$ cat src/rtl/if_id_buffer.sv
// rtl/if_id_buffer.sv - fetch-to-decode instruction FIFO presenting the head entry as dispatch fields
// Optional feature macro: RV32E_REGCHK_EN (drives dec_ill with an RV32E register-index check)
module if_id_buffer #(
  parameter int DEPTH = 2,
  parameter int XLEN  = 32
) (
  input  logic            clk,
  input  logic            rst_n,
  input  logic            flush,
  input  logic            fetch_vld,
  output logic            fetch_rdy,
  input  logic [31:0]     fetch_ins,
  input  logic [XLEN-1:0] fetch_pc,
  output logic            dec_vld,
  input  logic            dec_rdy,
  output logic [XLEN-1:0] dec_pc,
  output logic [6:0]      op,
  output logic [2:0]      funct3,
  output logic [6:0]      funct7,
  output logic [3:0]      rs1,
  output logic [3:0]      rs2,
  output logic [3:0]      rd,
  output logic [4:0]      shamt,
  output logic [XLEN-1:0] IimmS,
  output logic [XLEN-1:0] IimmU,
  output logic [XLEN-1:0] Simm,
  output logic [XLEN-1:0] SBimm,
  output logic [XLEN-1:0] Uimm,
  output logic [XLEN-1:0] UJimm,
  output logic            dec_ill
);

  localparam int          PW       = (DEPTH > 1) ? $clog2(DEPTH) : 1;
  localparam logic [PW:0] FULL_CNT = (PW+1)'(DEPTH);

  logic [31:0]     ins_q [DEPTH];
  logic [31:0]     ins_d [DEPTH];
  logic [XLEN-1:0] pc_q  [DEPTH];
  logic [XLEN-1:0] pc_d  [DEPTH];
  logic [PW-1:0]   wr_ptr_q, wr_ptr_d;
  logic [PW-1:0]   rd_ptr_q, rd_ptr_d;
  logic [PW:0]     cnt_q, cnt_d;
  logic            push;
  logic            pop;
  logic [31:0]     head_ins;
  logic [XLEN-1:0] sext;

  // Handshake qualifiers depend only on registered state so fetch never sees decode's ready
  assign fetch_rdy = (cnt_q != FULL_CNT);
  assign dec_vld   = (cnt_q != '0);
  assign push      = fetch_vld & fetch_rdy & ~flush;
  assign pop       = dec_vld & dec_rdy & ~flush;

  // Next-state for pointers, occupancy and storage; flush wins over any handshake
  always_comb begin
    ins_d    = ins_q;
    pc_d     = pc_q;
    wr_ptr_d = wr_ptr_q;
    rd_ptr_d = rd_ptr_q;
    cnt_d    = cnt_q;
    if (flush) begin
      wr_ptr_d = '0;
      rd_ptr_d = '0;
      cnt_d    = '0;
    end else begin
      if (push) begin
        ins_d[wr_ptr_q] = fetch_ins;
        pc_d[wr_ptr_q]  = fetch_pc;
        wr_ptr_d        = wr_ptr_q + PW'(1);
      end
      if (pop) begin
        rd_ptr_d = rd_ptr_q + PW'(1);
      end
      if (push && !pop) begin
        cnt_d = cnt_q + (PW+1)'(1);
      end else if (pop && !push) begin
        cnt_d = cnt_q - (PW+1)'(1);
      end
    end
  end

  // State registers; storage is cleared on reset so the idle outputs read as zero
  always_ff @(posedge clk or negedge rst_n) begin
    if (!rst_n) begin
      wr_ptr_q <= '0;
      rd_ptr_q <= '0;
      cnt_q    <= '0;
      for (int i = 0; i < DEPTH; i++) begin
        ins_q[i] <= '0;
        pc_q[i]  <= '0;
      end
    end else begin
      wr_ptr_q <= wr_ptr_d;
      rd_ptr_q <= rd_ptr_d;
      cnt_q    <= cnt_d;
      for (int i = 0; i < DEPTH; i++) begin
        ins_q[i] <= ins_d[i];
        pc_q[i]  <= pc_d[i];
      end
    end
  end

  assign head_ins = ins_q[rd_ptr_q];
  assign dec_pc   = pc_q[rd_ptr_q];
  assign op       = head_ins[6:0];
  assign funct3   = head_ins[14:12];
  assign funct7   = head_ins[31:25];
  assign rs1      = head_ins[18:15];
  assign rs2      = head_ins[23:20];
  assign rd       = head_ins[10:7];
  assign shamt    = head_ins[24:20];
  assign sext     = {XLEN{head_ins[31]}};

  // Pre-formed immediates: start from the fill pattern, then overlay the low bits
  always_comb begin
    IimmS        = sext;
    IimmS[11:0]  = head_ins[31:20];
    IimmU        = '0;
    IimmU[11:0]  = head_ins[31:20];
    Simm         = sext;
    Simm[11:0]   = {head_ins[31:25], head_ins[11:7]};
    SBimm        = sext;
    SBimm[12:0]  = {head_ins[31], head_ins[7], head_ins[30:25], head_ins[11:8], 1'b0};
    Uimm         = '0;
    Uimm[31:0]   = {head_ins[31:12], 12'b0};
    UJimm        = sext;
    UJimm[20:0]  = {head_ins[31], head_ins[19:12], head_ins[20], head_ins[30:21], 1'b0};
  end

`ifdef RV32E_REGCHK_EN
  // Top bit of any register field set means x16..x31; decode qualifies this by format
  assign dec_ill = dec_vld & (head_ins[19] | head_ins[24] | head_ins[11]);
`else
  assign dec_ill = 1'b0;
`endif

endmodule

$ cat config.mk
export PLATFORM = sky130hd
export DESIGN_NAME = if_id_buffer
export DESIGN_NICKNAME = d
export VERILOG_FILES = /design/src/rtl/if_id_buffer.sv
export SDC_FILE = /design/constraint.sdc
export NUM_CORES = 1
export LEC_CHECK = 0
export CAP_MARGIN = 40
export CORE_MARGIN = 5
export CORE_UTILIZATION = 30
export DETAILED_ROUTE_END_ITERATION = 8
export PLACE_DENSITY = 0.63
export SLEW_MARGIN = 20
export SYNTH_ARGS = -nofsm -noshare
export SYNTH_HDL_FRONTEND = slang
export SYNTH_SLANG_ARGS = --single-unit
$ cat constraint.sdc
create_clock -name clk -period 6.77 [get_ports clk]
set_clock_uncertainty 0.2 [all_clocks]
set_input_delay 2.031 -clock clk [delete_from_list [all_inputs] [get_ports clk]]
set_output_delay 2.031 -clock clk [all_outputs]
set_load 0.05 [all_outputs]
==> flow_summary.toml <==
[status]
status = "finished, final reports clean"

[final_layout]
drive_gt1_share_pct = 33.3
syn_to_final_growth_pct = 35.2
fin_area_um2 = 10000
utilization_pct = 41.1
diodes = 0
nNetsFinal = 771
nFillCells = 2296

[timing]
whs_ns = 0.298
slew_headroom_pct = 54.3
hold_violations = 0
slew_viol_final = 0
fin_crit_sh_pct = 73.6
setup-tns-final_ns = 0
fmax_mhz = 201
final.min_clock_period_ns = 4.98
setup_viol = 0
rsz0062_at_grt = "no"
tightest_slew_ns = 0.685

[synth]
yosys_warnings = 0
synth_top_cell_by_area = "dfrtp_1"
synth_edf_count = 0
syn-cell-area_um2 = 7400
async_flop_share_pct = 100
synth-seq-cells = 132
avgSynthCellArea_um2 = 13.2
ys_top_cells_by_area = "dfrtp_1 (45%), mux2_2 (21%), buf_4 (20%), mux2_4 (10%), buf_6 (0.91%)"
seq_area_frac_synth_pct = 44.6
ys.flop_type = "dfrtp_1"
ys_types = 25
synth_top_area_share_pct = 44.6
synth_cells = 561

[clock_tree]
clk_latency_ns = 0.41
numCtsBuffers = 17
cts-hold-fix-buffers = 0
cts_buffer_depth = 2
cts_tree = "yes"
root_buffer = "clkbuf_16"
cts_sinks = 132
cts_resized = 0
cts_max_level = 4
clk_pin_slew_ns = 0.06
cts_setup_buffers = 0

[routing]
drc = 0
routed_wl_um = 16600
num_vias = 4305
firstDrtPassIters = 3
detail_route.wl_per_cell_um = 15.9
drtIter0Drc = 91
vias_per_cell = 4.14
ant_nets = 0

[global_routing]
overflow = 0
grt_max_degree = 78
grt_antenna_before_repair = 0
grt_usage_pct = 11.6
grt_pass1_wl_um = 26200
grt_pass1_vias = 4602

[placed_design]
placedInstanceArea_um2 = 9380
dp_hpwl_um = 11700
numPortBuffers = 294
globalplace.congestion = 0.652

[critical_path]
critPathSlowestCell = "clkdlybuf4s50_1"
crit_path_end = "IimmU[0]"
worstPathRequired_ns = 4.54
r2r_start = "cnt_q[0]"
worstSetupStartpoint = "rd_ptr_q"
crit_path_max_fanout = 34
rr_worst_depth = 5
arrival_ns = 2.75
path_cells = "buf_4 > buf_12 > mux2_2 > clkdlybuf4s50_1"
regToRegEndpoint = "pc_q[28]"
worstSetupEndpointType = "output pin"
rrSetupSlack_ns = 4.57
max_stage_delay_ns = 0.73
startpoint_type = "register"
path_class = "register to output pin"

[die]
dieArea_um2 = 27900
core-area_um2 = 24300
io_pins = 330
start_util_pct = 30.4
std_cell_rows = 57
die_h_um = 167
die-width_um = 167

[power_and_ir_drop]
ir_worst_vdd_uv = 227
power.leakage_uw = 0.00417
finalPower_uw = 4480
powerDensity_nw_per_um2 = 448

[job]
cap_violations = 0

[hold_path]
hold_depth = 1
hold_class = "register to register"
[metrics by stage]
step / setup slack (ns) / std cells
final: 1.79 / 1039
after global routing: 1.66 / 1039
after CTS: 1.69 / 1038
after detailed placement: 2.15 / 1006
after global placement: 2.02 / 1004
after floorplan: 2.14 / 595
[routing by layer]
layer / vias up / GRT usage [%] / wire length (µm)
li1: 1961 / - / -
met5: - / 0 / 0
met4: 0 / 3.31 / 172
met2: 187 / 19.8 / 8110
met3: 11 / 5.05 / 1670
met1: 2146 / 13.3 / 6600
[kinds of logic (layout without fill, tap and decap cells)]
family / after synthesis / after routing / synth area share, %
and+or+nand+nor: 9 / 9 / 1.05
AOI/OAI and AO/OA: 8 / 8 / 0.609
buffers and inverters: 217 / 337 / 21.6
xor gates and xnor gates: 1 / 1 / 0.118
other: 1 / 35 / 0.0507
muxes: 193 / 193 / 31.9
DFF: 132 / 132 / 44.6
[sequential cells by signal, indices dropped and copies added (netlist names)]
name and count:
ins_q 64, pc_q 64, cnt_q 2, rd_ptr_q 1
wr_ptr_q 1
[worst max-delay path, delay by kind of cell, from the launching register on]
kind,cells,cell delay (ns)
flip-flops,1,0.41
buffers and inverters,3,1.46
multiplexers,1,0.44
[power by group]
group | switching, µW | leakage, µW | total [µW] | internal (µW)
clock | 376 | 0.000284 | 936 | 560
combinational | 1610 | 0.00231 | 2470 | 861
sequential | 91.4 | 0.00158 | 1070 | 982
[placed cells by master, fill, tap and decap left out, types with 2 or more instances in the layout]
| master | instances |
|---|---|
| bufinv_16 | 2 |
| clkinvlp_4 | 2 |
| or2_2 | 2 |
| clkbuf_16 | 17 |
| conb_1 | 35 |
| inv_6 | 4 |
| a21oi_1 | 4 |
| dfrtp_1 | 131 |
| buf_4 | 6 |
| mux2_2 | 140 |
| clkdlybuf4s50_1 | 293 |
| mux2_4 | 51 |
| clkbuf_1 | 2 |
| clkinv_4 | 2 |
| o21ai_0 | 2 |
| buf_16 | 2 |
[cell usage after synthesis (2+ instances only)]
| library cell | count |
|---|---|
| o21ai_0 | 2 |
| buf_2 | 7 |
| buf_6 | 6 |
| clkbuf_1 | 7 |
| or2_2 | 2 |
| mux2_2 | 141 |
| buf_4 | 195 |
| mux2_4 | 50 |
| dfrtp_1 | 132 |
| a21oi_1 | 4 |
[cell type report]
class	instances	area [µm²]	share of cell area [%]
timing repair buffer	303	3060	30.6
tap	324	405	4.05
clock buffer	20	447	4.47
multi-input combinational	246	2630	26.3
clock inverter	12	144	1.44
inverter	2	7.51	0.0751
sequential	132	3310	33.1
[how the worst min path moves through the flow]
stage                     startpoint  endpoint  slack [ns]
after CTS                   pc_q[48]  pc_q[48]        0.30
after floorplan             pc_q[48]  pc_q[48]        0.25
final                       pc_q[48]  pc_q[48]        0.30
after global placement      pc_q[48]  pc_q[48]        0.27
after global routing        ins_q[5]  ins_q[5]        0.32
after detailed placement    pc_q[48]  pc_q[48]        0.28
No activity file was read; power rests on OpenSTA's default activity.
